## src/rtl/my_rgb_to_yuv422_pkg.sv

```systemverilog
// my_rgb_to_yuv422_pkg
// Shared constants, types and arithmetic helpers for the RGB888 -> YUV 4:2:2
// transmit path. BT.601 studio-range coefficients are scaled by 256.
package my_rgb_to_yuv422_pkg;

  // Luma coefficients
  localparam logic signed [8:0] CY_R  =  9'sd66;
  localparam logic signed [8:0] CY_G  =  9'sd129;
  localparam logic signed [8:0] CY_B  =  9'sd25;
  // Cb coefficients
  localparam logic signed [8:0] CCB_R = -9'sd38;
  localparam logic signed [8:0] CCB_G = -9'sd74;
  localparam logic signed [8:0] CCB_B =  9'sd112;
  // Cr coefficients
  localparam logic signed [8:0] CCR_R =  9'sd112;
  localparam logic signed [8:0] CCR_G = -9'sd94;
  localparam logic signed [8:0] CCR_B = -9'sd18;

  localparam logic signed [17:0] Y_OFS   = 18'sd16;
  localparam logic signed [17:0] C_OFS   = 18'sd128;
  localparam logic signed [17:0] RND_OFS = 18'sd128;  // half LSB before >>> 8
  localparam logic [7:0]         BLANK_Y = 8'd16;
  localparam logic [7:0]         BLANK_C = 8'd128;

  localparam int LATENCY_CSC = 3;
  localparam int LATENCY_422 = 2;
  localparam int LATENCY     = LATENCY_CSC + LATENCY_422;

  typedef logic signed [16:0] prod_t;
  typedef logic signed [17:0] sum_t;

  // Unsigned 8-bit sample times signed coefficient; the result always fits 17 bits.
  function automatic prod_t mul_u8(input logic [7:0] pix, input logic signed [8:0] coef);
    prod_t a;
    prod_t c;
    a = prod_t'({9'd0, pix});
    c = prod_t'(coef);
    return a * c;
  endfunction

  function automatic sum_t sum3(input prod_t a, input prod_t b, input prod_t c);
    return sum_t'(a) + sum_t'(b) + sum_t'(c) + RND_OFS;
  endfunction

  function automatic logic [7:0] clamp_u8(input sum_t v);
    if (v < 18'sd0)
      return 8'd0;
    else if (v > 18'sd255)
      return 8'd255;
    else
      return v[7:0];
  endfunction

  // Round-half-up mean of two samples, computed at 9 bits so 255+255+1 cannot wrap.
  function automatic logic [7:0] avg_rhu(input logic [7:0] a, input logic [7:0] b);
    logic [8:0] s;
    s = {1'b0, a} + {1'b0, b} + 9'd1;
    return 8'(s >> 1);
  endfunction

endpackage

```

## src/rtl/my_rgb_to_yuv422_if.sv

```systemverilog
// my_rgb_to_yuv422_if
// Video bundle for the RGB -> YUV 4:2:2 converter.
//   i_v_sync/i_h_sync/i_de, i_r_8b/i_g_8b/i_b_8b : RGB888 source timing + pixels
//   o_v_sync/o_h_sync/o_de, y_out/c_out          : YUV 4:2:2 stream (Cb even, Cr odd)
// master = video source/sink side, slave = converter side.
interface my_rgb_to_yuv422_if;
  logic       i_v_sync;
  logic       i_h_sync;
  logic       i_de;
  logic [7:0] i_r_8b;
  logic [7:0] i_g_8b;
  logic [7:0] i_b_8b;
  logic       o_v_sync;
  logic       o_h_sync;
  logic       o_de;
  logic [7:0] y_out;
  logic [7:0] c_out;

  modport master (
    output i_v_sync, i_h_sync, i_de, i_r_8b, i_g_8b, i_b_8b,
    input  o_v_sync, o_h_sync, o_de, y_out, c_out
  );

  modport slave (
    input  i_v_sync, i_h_sync, i_de, i_r_8b, i_g_8b, i_b_8b,
    output o_v_sync, o_h_sync, o_de, y_out, c_out
  );
endinterface

```

## src/rtl/my_rgb_to_yuv422_ycbcr444_to_yuv422.sv

```systemverilog
// ycbcr444_to_yuv422
// Chroma decimator: 4:4:4 Y/Cb/Cr -> 4:2:2 Y + interleaved Cb/Cr, two cycles deep.
//   clk, rst_n                 : pixel clock, async active-low reset
//   i_de, i_v_sync, i_h_sync   : timing aligned with i_y/i_cb/i_cr
//   i_y, i_cb, i_cr            : 4:4:4 samples
//   o_de, o_v_sync, o_h_sync   : timing delayed two cycles
//   o_y, o_c                   : luma, chroma (Cb on even pixel, Cr on odd)
module ycbcr444_to_yuv422
  import my_rgb_to_yuv422_pkg::*;
#(
  parameter bit AVG_EN = 1'b1
) (
  input  logic       clk,
  input  logic       rst_n,
  input  logic       i_de,
  input  logic       i_v_sync,
  input  logic       i_h_sync,
  input  logic [7:0] i_y,
  input  logic [7:0] i_cb,
  input  logic [7:0] i_cr,
  output logic       o_de,
  output logic       o_v_sync,
  output logic       o_h_sync,
  output logic [7:0] o_y,
  output logic [7:0] o_c
);

  logic       r_phase;
  logic       r_de4;
  logic       r_ph4;
  logic       r_vs4;
  logic       r_hs4;
  logic [7:0] r_y4;
  logic [7:0] r_cb4;
  logic [7:0] r_cr4;
  logic [7:0] r_cr_hold;

  logic       w_pair;
  logic [7:0] w_c_even;
  logic [7:0] w_cr_pair;

  // The pixel on i_* is the look-ahead partner of the pixel held in stage 4.
  // If it is valid while stage 4 holds an even pixel it is the odd pixel of the
  // same pair, because any de gap resets the phase.
  assign w_pair    = AVG_EN && i_de;
  assign w_c_even  = w_pair ? avg_rhu(r_cb4, i_cb) : r_cb4;
  assign w_cr_pair = w_pair ? avg_rhu(r_cr4, i_cr) : r_cr4;

  always_ff @(posedge clk or negedge rst_n) begin
    if (!rst_n) begin
      r_phase   <= 1'b0;
      r_de4     <= 1'b0;
      r_ph4     <= 1'b0;
      r_vs4     <= 1'b0;
      r_hs4     <= 1'b0;
      r_y4      <= '0;
      r_cb4     <= '0;
      r_cr4     <= '0;
      r_cr_hold <= '0;
      o_de      <= 1'b0;
      o_v_sync  <= 1'b0;
      o_h_sync  <= 1'b0;
      o_y       <= '0;
      o_c       <= '0;
    end else begin
      // First valid pixel after any de-low cycle is even.
      r_phase <= i_de ? ~r_phase : 1'b0;

      r_de4 <= i_de;
      r_ph4 <= r_phase;
      r_vs4 <= i_v_sync;
      r_hs4 <= i_h_sync;
      r_y4  <= i_y;
      r_cb4 <= i_cb;
      r_cr4 <= i_cr;

      o_de     <= r_de4;
      o_v_sync <= r_vs4;
      o_h_sync <= r_hs4;

      if (!r_de4) begin
        o_y <= BLANK_Y;
        o_c <= BLANK_C;
      end else begin
        o_y <= r_y4;
        if (!r_ph4) begin
          o_c       <= w_c_even;
          // Cr for the odd pixel is resolved now, while both pixels are visible.
          r_cr_hold <= w_cr_pair;
        end else begin
          o_c <= r_cr_hold;
        end
      end
    end
  end

endmodule

```

## src/rtl/my_rgb_to_yuv422.sv

```systemverilog
// my_rgb_to_yuv422
// RGB888 -> 8-bit YUV 4:2:2 (BT.601 studio range), fixed 5-cycle latency.
// Three colour-space stages inline, then the 2-stage chroma decimator.
//   clk, rst_n : pixel clock, async active-low reset
//   vif        : slave side of the video bundle (RGB in, Y/C out)
module my_rgb_to_yuv422
  import my_rgb_to_yuv422_pkg::*;
#(
  parameter bit AVG_EN = 1'b1
) (
  input  logic                clk,
  input  logic                rst_n,
  my_rgb_to_yuv422_if.slave   vif
);

  prod_t r_py [3];
  prod_t r_pb [3];
  prod_t r_pr [3];

  sum_t r_sum_y;
  sum_t r_sum_cb;
  sum_t r_sum_cr;

  logic [7:0] r_y3;
  logic [7:0] r_cb3;
  logic [7:0] r_cr3;

  logic [LATENCY_CSC-1:0] r_de_d;
  logic [LATENCY_CSC-1:0] r_vs_d;
  logic [LATENCY_CSC-1:0] r_hs_d;

  logic       w_de_out;
  logic       w_vs_out;
  logic       w_hs_out;
  logic [7:0] w_y_out;
  logic [7:0] w_c_out;

  always_ff @(posedge clk or negedge rst_n) begin
    if (!rst_n) begin
      for (int i = 0; i < 3; i++) begin
        r_py[i] <= '0;
        r_pb[i] <= '0;
        r_pr[i] <= '0;
      end
      r_sum_y  <= '0;
      r_sum_cb <= '0;
      r_sum_cr <= '0;
      r_y3     <= '0;
      r_cb3    <= '0;
      r_cr3    <= '0;
      r_de_d   <= '0;
      r_vs_d   <= '0;
      r_hs_d   <= '0;
    end else begin
      r_py[0] <= mul_u8(vif.i_r_8b, CY_R);
      r_py[1] <= mul_u8(vif.i_g_8b, CY_G);
      r_py[2] <= mul_u8(vif.i_b_8b, CY_B);
      r_pb[0] <= mul_u8(vif.i_r_8b, CCB_R);
      r_pb[1] <= mul_u8(vif.i_g_8b, CCB_G);
      r_pb[2] <= mul_u8(vif.i_b_8b, CCB_B);
      r_pr[0] <= mul_u8(vif.i_r_8b, CCR_R);
      r_pr[1] <= mul_u8(vif.i_g_8b, CCR_G);
      r_pr[2] <= mul_u8(vif.i_b_8b, CCR_B);

      r_sum_y  <= sum3(r_py[0], r_py[1], r_py[2]);
      r_sum_cb <= sum3(r_pb[0], r_pb[1], r_pb[2]);
      r_sum_cr <= sum3(r_pr[0], r_pr[1], r_pr[2]);

      // Arithmetic shift keeps negative chroma sums floored before the offset.
      r_y3  <= clamp_u8((r_sum_y  >>> 8) + Y_OFS);
      r_cb3 <= clamp_u8((r_sum_cb >>> 8) + C_OFS);
      r_cr3 <= clamp_u8((r_sum_cr >>> 8) + C_OFS);

      r_de_d <= {r_de_d[LATENCY_CSC-2:0], vif.i_de};
      r_vs_d <= {r_vs_d[LATENCY_CSC-2:0], vif.i_v_sync};
      r_hs_d <= {r_hs_d[LATENCY_CSC-2:0], vif.i_h_sync};
    end
  end

  ycbcr444_to_yuv422 #(
    .AVG_EN (AVG_EN)
  ) u_422 (
    .clk      (clk),
    .rst_n    (rst_n),
    .i_de     (r_de_d[LATENCY_CSC-1]),
    .i_v_sync (r_vs_d[LATENCY_CSC-1]),
    .i_h_sync (r_hs_d[LATENCY_CSC-1]),
    .i_y      (r_y3),
    .i_cb     (r_cb3),
    .i_cr     (r_cr3),
    .o_de     (w_de_out),
    .o_v_sync (w_vs_out),
    .o_h_sync (w_hs_out),
    .o_y      (w_y_out),
    .o_c      (w_c_out)
  );

  assign vif.o_de     = w_de_out;
  assign vif.o_v_sync = w_vs_out;
  assign vif.o_h_sync = w_hs_out;
  assign vif.y_out    = w_y_out;
  assign vif.c_out    = w_c_out;

endmodule
```

## src/flat_wrapper.sv

```systemverilog
// flat-port wrapper written by rule: the top's interface ports become plain ports
module my_rgb_to_yuv422_flat import my_rgb_to_yuv422_pkg::*;
#(
  parameter bit AVG_EN = 1'b1
)
  (clk, rst_n, vif_i_v_sync, vif_i_h_sync, vif_i_de, vif_i_r_8b, vif_i_g_8b, vif_i_b_8b, vif_o_v_sync, vif_o_h_sync, vif_o_de, vif_y_out, vif_c_out);
  my_rgb_to_yuv422_if vif_i ();
  input  logic clk;
  input  logic rst_n;
  input wire logic [$bits(vif_i.i_v_sync)-1:0] vif_i_v_sync;
  input wire logic [$bits(vif_i.i_h_sync)-1:0] vif_i_h_sync;
  input wire logic [$bits(vif_i.i_de)-1:0] vif_i_de;
  input wire logic [$bits(vif_i.i_r_8b)-1:0] vif_i_r_8b;
  input wire logic [$bits(vif_i.i_g_8b)-1:0] vif_i_g_8b;
  input wire logic [$bits(vif_i.i_b_8b)-1:0] vif_i_b_8b;
  output wire logic [$bits(vif_i.o_v_sync)-1:0] vif_o_v_sync;
  output wire logic [$bits(vif_i.o_h_sync)-1:0] vif_o_h_sync;
  output wire logic [$bits(vif_i.o_de)-1:0] vif_o_de;
  output wire logic [$bits(vif_i.y_out)-1:0] vif_y_out;
  output wire logic [$bits(vif_i.c_out)-1:0] vif_c_out;
  assign vif_i.i_v_sync = vif_i_v_sync;
  assign vif_i.i_h_sync = vif_i_h_sync;
  assign vif_i.i_de = vif_i_de;
  assign vif_i.i_r_8b = vif_i_r_8b;
  assign vif_i.i_g_8b = vif_i_g_8b;
  assign vif_i.i_b_8b = vif_i_b_8b;
  assign vif_o_v_sync = vif_i.o_v_sync;
  assign vif_o_h_sync = vif_i.o_h_sync;
  assign vif_o_de = vif_i.o_de;
  assign vif_y_out = vif_i.y_out;
  assign vif_c_out = vif_i.c_out;
  my_rgb_to_yuv422 #(.AVG_EN(AVG_EN)) u_core (.clk(clk), .rst_n(rst_n), .vif(vif_i));
endmodule
```

## config.mk

```make
export PLATFORM = sky130hd
export DESIGN_NAME = my_rgb_to_yuv422_flat
export DESIGN_NICKNAME = d
export VERILOG_FILES = /design/src/rtl/my_rgb_to_yuv422_pkg.sv /design/src/rtl/my_rgb_to_yuv422_if.sv /design/src/rtl/my_rgb_to_yuv422_ycbcr444_to_yuv422.sv /design/src/rtl/my_rgb_to_yuv422.sv /design/src/flat_wrapper.sv
export SDC_FILE = /design/constraint.sdc
export NUM_CORES = 1
export LEC_CHECK = 0
export ABC_AREA = 1
export CAP_MARGIN = 25
export CELL_PAD_IN_SITES_DETAIL_PLACEMENT = 0
export CELL_PAD_IN_SITES_GLOBAL_PLACEMENT = 1
export CORE_UTILIZATION = 43
export CTS_CLUSTER_SIZE = 20
export DETAILED_ROUTE_END_ITERATION = 16
export GPL_ROUTABILITY_DRIVEN = 0
export PLACE_DENSITY_LB_ADDON = 0.15
export REMOVE_ABC_BUFFERS = 1
export SLEW_MARGIN = 20
export SYNTH_ARGS = -nofsm -noshare
export SYNTH_HDL_FRONTEND = slang
export SYNTH_HIERARCHICAL = 1
export SYNTH_SLANG_ARGS = --single-unit
```

## constraint.sdc

```tcl
create_clock -name clk -period 4.55 [get_ports clk]
set_clock_uncertainty 0.05 [all_clocks]
set_input_delay 0.91 -clock clk [delete_from_list [all_inputs] [get_ports clk]]
set_output_delay 0.91 -clock clk [all_outputs]
set_load 0.1 [all_outputs]
```

# Yosys cells after proc, flatten, opt, wreduce, memory -nomap -nowiden
# Cells that the tools add are included.
[word_totals]
romBits = 0
latchBits = 0
regBits = 269
ram_bits = 0
n_memories = 0
[op_classes]
div = 0
shift = 0
bitwise = 2
n_reduce_logical = 1
n_mul = 9
n_eq_ne = 0
n_addsub = 16
muxes = 12
n_lt_le_gt_ge = 6
[ops]
columns = ["operator", "n"]
rows = [
  ["$mux W8", 11],
  ["$add A18 B9 Y18 const B", 3],
  ["$gt A18 B9 Y1 const B", 3],
  ["$lt A18 B1 Y1 const B", 3],
  ["$add A16 B17 Y18", 2],
  ["$mul A9 B7 Y16 const B", 2],
  ["$add A10 B9 Y11 const B", 2],
  ["$mul A8 B3 Y11 const B", 2],
  ["$add A17 B13 Y18", 1],
  ["$add A18 B15 Y18", 1],
  ["$add A18 B16 Y18", 1],
  ["$add A8 B8 Y9", 2],
  ["$add A9 B1 Y9 const B", 2],
  ["$add A15 B16 Y17", 1],
  ["$mul A8 B8 Y16 const B", 1],
  ["$mul A9 B6 Y15 const B", 1],
  ["$mul A8 B6 Y14 const B", 1],
  ["$mul A9 B5 Y14 const B", 1],
  ["$mul A8 B5 Y13 const B", 1],
  ["$add A10 B6 Y11 const B", 1],
  ["$not A1 Y1", 2],
  ["$reduce_and A2 Y1", 1],
  ["$mux W1", 1],
]

# Longest topological paths before layout
# Gate-level depths: netlist (run 1).
[depth]
ltp_word = 5
mapped_depth = 18

# Cells and area by module
# The synthesis (run 1) kept the hierarchy.
[modules_own_cells]
columns = ["mod", "cells_per_inst", "instances", "area_each_um2", "seq_area_each_um2"]
rows = [
  ["my_rgb_to_yuv422", 1599, 1, 14855.5, 4454.3],
  ["ycbcr444_to_yuv422", 279, 1, 2571.2, 1401.3],
]

# Least setup slack after synthesis (run 1)
# No wires, ideal clock.
[synth_timing]
path_kind = "input port to flip-flop"
startpoint = "in vif_i_g_8b[1]"
endpoint = "reg u_core/r_pb[32] (netlist name)"
setup_slack_ps = 511
path_buffers = 0
arrival_time_ps = 3872
t_required_ps = 4383
setup_ps = 117
stages = 18
path_cell_list = "inv_1 ha_1 inv_1 fa_1 inv_1 fa_1 inv_1 fa_1 inv_1 ha_1 a21oi_1 nor2_1 nor2_1 nand2_1 nand2_1 nand2_1 nand2_1 nand2_1"
[synth_between]
elab_chain_len = 1
[synth_rtl]
columns = ["element", "line_no", "rtl"]
rows = [
  ["from (decl)", "flat_wrapper.sv:14", "input wire logic [$bits(vif_i.i_g_8b)-1:0] vif_i_g_8b;"],
  ["$mul A9 B7 Y16", "my_rgb_to_yuv422_pkg.sv:38", "return a * c;"],
  ["to (decl)", "my_rgb_to_yuv422.sv:17", "prod_t r_pb [3];"],
]
# Every way passes these cells.
# A chain may end at the register's enable or synchronous reset.

# Worst setup path after layout (run 1)
[layout_timing]
startpoint = "in vif_i_g_8b[2]"
endpoint = "reg u_core/r_pb[31] (netlist name)"
# Same word-level chain as after synthesis.

==> flow_summary.toml, run 1 <==
[status]
outcome = "finished clean"

[sta]
setup_viol = 0
hold_violations = 0
slew_violations = 0
setup_slack_ns = 0.3652
period_share_pct = 91.97
max_slew_margin_pct = 31.29
period_needed_ns = 4.185
tightest_slew_ns = 1.027
clock.fmax_mhz = 239.0
rsz0062_at_grt = "no"

[logic_synthesis]
synth_cells = 1878
ys_seq_area_share_pct = 33.60
synthArstFlopShare_pct = 100.0
ys_warn_count = 6
ys_ff_latch = 234
avgSynthCellArea_um2 = 9.279
ys.flop_type = "dfrtp_1"
synth_area_um2 = 17430
synth_cell_types = 45
synth_edf_count = 0

[clocking]
cts_buffers = 27
tritoncts = "built"
cts_resized = 0
insertion_delay_ns = 0.55
ctsHtreeMaxLevel = 1
cts_num_sinks = 234
cts_hold_buffers = 0
post_cts.repair.setup_buffers = 0
clk_path_buf_depth = 3
clk_pin_slew_worst_paths_ns = 0.07
root_buffer = "clkbuf_16"

[floorplan]
die-area_um2 = 41340
dieWidth_um = 203.3
io_pins = 48
core.rowCount = 73
die-height_um = 203.3
core_um2 = 39820
initial_core_util_pct = 43.76

[setup_path]
r2r-end = "u_core/r_sum_y[15]"
rr_worst_depth = 9
crit_top_cell = "nand2_1"
cpPeakStageDelay_ns = 0.55
cp_slowest_cell = "fa_1"
rr_startpoint = "u_core/r_py[23]"
rrSetupSlack_ns = 1.89
cp_num_buf_inv = 4
critPathCapture = "u_core/r_pb[31]"
path_cells = "clkdlybuf4s50_1, inv_1, ha_1, fa_1, inv_1, fa_1, fa_1, inv_1, ha_1, a21oi_1, nor2_1, nor2_1, nand2_1, nand2_1, nand2_1, nand2_1, nand2_1"
cp_max_fo = 4
crit_type = "primary input to flop"
worstPathArrival_ns = 4.57
setup.worst_path.start = "vif_i_g_8b[2]"
critPathRequiredTime_ns = 4.94
cp.depth = 17
critPathTopFamily = "adder cells"
endpoint_kind = "flop"
startpoint_type = "primary input"

[cells_and_area]
final_common_cell = "nand2_1"
mostFrequentLayoutCells = "371 x nand2_1, 342 x inv_1, 303 x ha_1"
multiInputGateArea_um2 = 10190
nets = 2436
drive_gt1_share_pct = 7.951
num_antenna_cells = 0
n_fill_cell = 3819
postLayoutCellArea_um2 = 19920
regArea_um2 = 5856
area_growth_pct = 14.30

[global_route]
grt_max_degree = 120
grt_use_met2_pct = 33.19
grt_pass1_wl_um = 65780
met3_usage_pct = 2.445
overflow = 0
grt_usage_pct = 20.27
antenna_found_initial = 1
met1_usage_pct = 28.49
busiest_layer = "met2"
grt_pass1_vias = 12580

[routing]
ant_nets = 0
vias = 12350
drt_iter0_drc = 530
wl_per_cell_um = 15.70
routed_via_density = 4.844
drc = 0
drt_first_pass_iters = 5
routed_wl_um = 40050

[pwr]
cellLeakagePower_nw = 10.79
pwr-share-seq_pct = 21.8
p_clk_share_pct = 14.8
p_int_mw = 7.938
power.share.switching_pct = 49.29
powerDensity_nw_per_um2 = 785.8
ir_drop_uv = 439.0
comb_power_share_pct = 63.4
switchingPower_mw = 7.715

[placed_design]
dp_slack_ns = -0.1858
dp_hpwl_um = 33060
portBuffers = 47
place_area_um2 = 18960

[worst_hold_path]
holdPathStages = 0
hold_class = "flop to flop"

[job]
max-cap-violations = 0
## flip-flops by register name, indices dropped and copies added (netlist names), 3 cells and up
name                    flops
u_core/u_422/r_cr_hold      8
u_core/r_sum_cb            10
u_core/u_422/r_cr4          8
u_core/r_vs_d               3
u_core/r_cb3                8
u_core/r_hs_d               3
u_core/r_pr                36
u_core/r_py                41
u_core/u_422/r_y4           8
u_core/r_sum_cr            10
u_core/r_de_d               3
u_core/u_422/o_y            8
u_core/r_y3                 8
u_core/u_422/o_c            8
u_core/u_422/r_cb4          8
u_core/r_sum_y             10
u_core/r_pb                38
u_core/r_cr3                8
## power by group through the flow
stage          clock network [mW]  registers (mW)  logic, mW
4_1_cts                      2.38            3.43       10.0
3_5_place_dp                    0            3.46       9.94
6_report                     2.32            3.41       9.93
3_3_place_gp                    0            3.46       9.89
5_1_grt                      2.46            3.49       11.5
2_1_floorplan                   0            3.59       7.15
## cell usage after synthesis, types with 5 or more instances
master / number / share of area, %
a21o_1: 9 / 0.39
a21oi_1: 99 / 2.8
a21oi_2: 5 / 0.25
a31oi_1: 10 / 0.36
dfrtp_1: 234 / 34
fa_1: 100 / 11
ha_1: 303 / 22
inv_1: 342 / 7.4
inv_2: 14 / 0.30
nand2_1: 371 / 8.0
nand2_2: 16 / 0.57
nand3_1: 94 / 2.7
nand4_1: 26 / 0.93
nor2_1: 67 / 1.4
nor3_1: 14 / 0.40
o211ai_1: 5 / 0.22
o21ai_0: 33 / 0.95
o21ai_1: 11 / 0.32
o21bai_1: 17 / 0.73
xnor2_1: 11 / 0.55
xor2_1: 55 / 2.8
## layout make-up
class / count / area share [%]
clock inverters: 20 / 1.219
well taps: 525 / 3.298
inverters: 358 / 6.746
repair buffers: 102 / 4.585
flip-flops and latches: 234 / 29.40
multi-input cells: 1281 / 51.16
clock buffers: 30 / 3.599
## per-layer routing
layer	vias up	share of wire, %
met1	5887	49
met3	47	2.5
met4	0	2.2
met2	132	46
met5	-	0
li1	6285	-
## metrics by stage
step	power, mW	cells	hold WS [ns]	TNS (ns)	utilization [%]
finish	15.65	2550	0.2978	0	50.02
detailed placement	13.40	2500	0.2855	-1.099	47.61
CTS	15.84	2550	0.2983	0	50.02
floorplan	10.74	1873	0.2812	0	-
global route	17.41	2550	0.3031	0	50.02
global placement	13.35	2500	0.2817	-0.6915	47.61
## kinds of logic after synthesis
logic type,synth area share (%)
flops,33.60
buf+inv,7.926
fa+ha+maj,33.24
simple gates,15.14
xor+xnor,3.317
compound gates,6.771
## worst min path at each step
| stage | start | end | slack (ns) |
|---|---|---|---|
| floorplan | u_core/r_de_d[0] | u_core/r_de_d[1] | 0.28 |
| global placement | u_core/r_y3[5] | u_core/u_422/r_y4[5] | 0.28 |
| detailed placement | u_core/r_y3[2] | u_core/u_422/r_y4[2] | 0.29 |
| CTS | u_core/r_y3[2] | u_core/u_422/r_y4[2] | 0.30 |
| global route | u_core/r_y3[2] | u_core/u_422/r_y4[2] | 0.30 |
| finish | u_core/r_vs_d[0] | u_core/r_vs_d[1] | 0.30 |
No activity file was read; power rests on OpenSTA's default activity.
==> inputs of run 2 (changes only) <==
- SETUP_SLACK_MARGIN: default -> 0.2
==> run 2 against run 1 <==
Compared with the run above: combinational power about the same; clock power about the same; core utilization about the same; flip-flop and latch count unchanged; critical path depth unchanged; die area unchanged; power about the same; maximum frequency about the same; sequential power about the same; non-clock buffer count unchanged; largest power group unchanged; hold slack about the same.
==> flow_summary.toml, run 2 (same netlist as run 1, synthesis figures left out) <==
[status]
outcome = "finished clean"

[routing]
drt_first_pass_iters = 5
wl_per_cell_um = 15.72
vias = 12370
drt_iter0_drc = 535
routed_wl_um = 40100
ant_nets = 0
routed_via_density = 4.850
drc = 0

[sta]
period_needed_ns = 4.184
rsz0062_at_grt = "yes"
holdWs_ns = 0.2978
slew_violations = 0
setup_viol = 0
setup_slack_ns = 0.3657
clock.fmax_mhz = 239.0
max_slew_margin_pct = 31.29
tightest_slew_ns = 1.027
period_share_pct = 91.96
hold_violations = 0

[placed_design]
dp_slack_ns = -0.1858
dp_cells = 2500
portBuffers = 47
place_area_um2 = 18960
dp_hpwl_um = 33060

[setup_path]
r2r-end = "u_core/r_sum_y[15]"
endpoint_kind = "flop"
rrSetupSlack_ns = 1.90
rr_worst_depth = 9
critPathRequiredTime_ns = 4.94
cp_max_fo = 4
crit_type = "primary input to flop"
rr_startpoint = "u_core/r_py[23]"
worstPathArrival_ns = 4.57
startpoint_type = "primary input"

[floorplan]
core_um2 = 39820
initial_core_util_pct = 43.76
die-area_um2 = 41340
core.rowCount = 73
io_pins = 48
die-height_um = 203.3
dieWidth_um = 203.3

[worst_hold_path]
hold_class = "flop to flop"
min_from = "u_core/r_vs_d[0]"
hold_path_end = "u_core/r_vs_d[1]"
holdPathStages = 0

[pwr]
ir_drop_uv = 439.1
powerDensity_nw_per_um2 = 786.2
cellLeakagePower_nw = 10.79

[global_route]
grt_pass1_vias = 12580
grt_pass1_wl_um = 65780
overflow = 0
grt_max_degree = 120
antenna_found_initial = 1
grt_usage_pct = 20.27

[cells_and_area]
top_regs = "u_core/r_py: 41 flops, u_core/r_pb: 38 flops, u_core/r_pr: 36 flops"
multiInputGateArea_um2 = 10200
drive_gt1_share_pct = 8.099
largest_register = "u_core/r_py"
fin_cells = 2550
area_growth_pct = 14.36
largest_reg_flops = 41
num_antenna_cells = 0
postLayoutCellArea_um2 = 19930
regArea_um2 = 5856
n_fill_cell = 3819
fin_util_pct = 50.04
nets = 2436
mostFrequentLayoutCells = "370 x nand2_1, 342 x inv_1, 303 x ha_1"
final_common_cell = "nand2_1"

[clocking]
insertion_delay_ns = 0.55
clk_path_buf_depth = 3
clk_pin_slew_worst_paths_ns = 0.07
tritoncts = "built"
cts_buffers = 27
ctsHtreeMaxLevel = 1
root_buffer = "clkbuf_16"
cts_num_sinks = 234

[job]
max-cap-violations = 0
-- run 2: cell counts in the layout (fill, tap and decap cells not counted) --
Identical to the previous run, type by type.
-- run 2: layer usage --
| metal | wire length (µm) | vias to the layer above | GRT usage, % | share of wire (%) |
|---|---|---|---|---|
| li1 | - | 6283 | - | - |
| met1 | 19730 | 5904 | 28.49 | 49 |
| met2 | 18450 | 132 | 33.19 | 46 |
| met3 | 1022 | 49 | 2.445 | 2.5 |
| met4 | 895 | 0 | 5.048 | 2.2 |
| met5 | 0 | - | 0 | 0 |
-- run 2: what timing repair did --
action | 4_1_cts | 5_1_grt
setup buffers | 0 | 0
endpoints found under the setup margin | 0 | 4
hold buffers | 0 | 0
hold endpoints to repair | 0 | 0
gates resized for setup | 0 | 3
-- run 2: power by group --
| group | switching [mW] | internal, mW |
|---|---|---|
| Combinational | 6.29 | 3.65 |
| Sequential | 0.494 | 2.91 |
| Clock | 0.942 | 1.38 |
-- run 2: stage by stage --
stage | power [mW] | TNS [ns]
detailed placement | 13.40 | -1.099
finish | 15.67 | 0
global route | 17.42 | 0
floorplan | 10.74 | 0
CTS | 15.84 | 0
global placement | 13.35 | -0.6915
-- run 2: worst max-delay path by stage --
stage / start / endpoint / slack, ns / cells past startpoint
floorplan: vif_i_g_8b[1] / u_core/r_pb[32] / 0.51 / 18
CTS: vif_i_g_8b[2] / u_core/r_pb[31] / 0.39 / 17
finish: vif_i_g_8b[2] / u_core/r_pb[31] / 0.37 / 17
global placement: vif_i_g_8b[2] / u_core/r_pb[33] / -0.13 / 17
detailed placement: vif_i_g_8b[2] / u_core/r_pb[33] / -0.19 / 17
global route: vif_i_g_8b[1] / u_core/r_pb[30] / 0.19 / 19
-- run 2: layout make-up --
type,instances,share of cell area [%]
Multi-Input combinational cell,1281,51.18
Clock inverter,20,1.218
Clock buffer,30,3.597
Timing Repair Buffer,102,4.583
Sequential cell,234,29.38
Inverter,358,6.743
Tap cell,525,3.296
-- run 2: worst max-delay path, stage by stage --
cell             delay [ns]
clkdlybuf4s50_1        0.49
inv_1                  0.05
ha_1                   0.33
fa_1                   0.55
inv_1                  0.07
fa_1                   0.52
fa_1                   0.55
inv_1                  0.05
ha_1                   0.34
a21oi_1                0.21
nor2_1                 0.06
nor2_1                 0.08
nand2_1                0.11
nand2_1                0.10
nand2_1                0.06
nand2_1                0.06
nand2_1                0.05
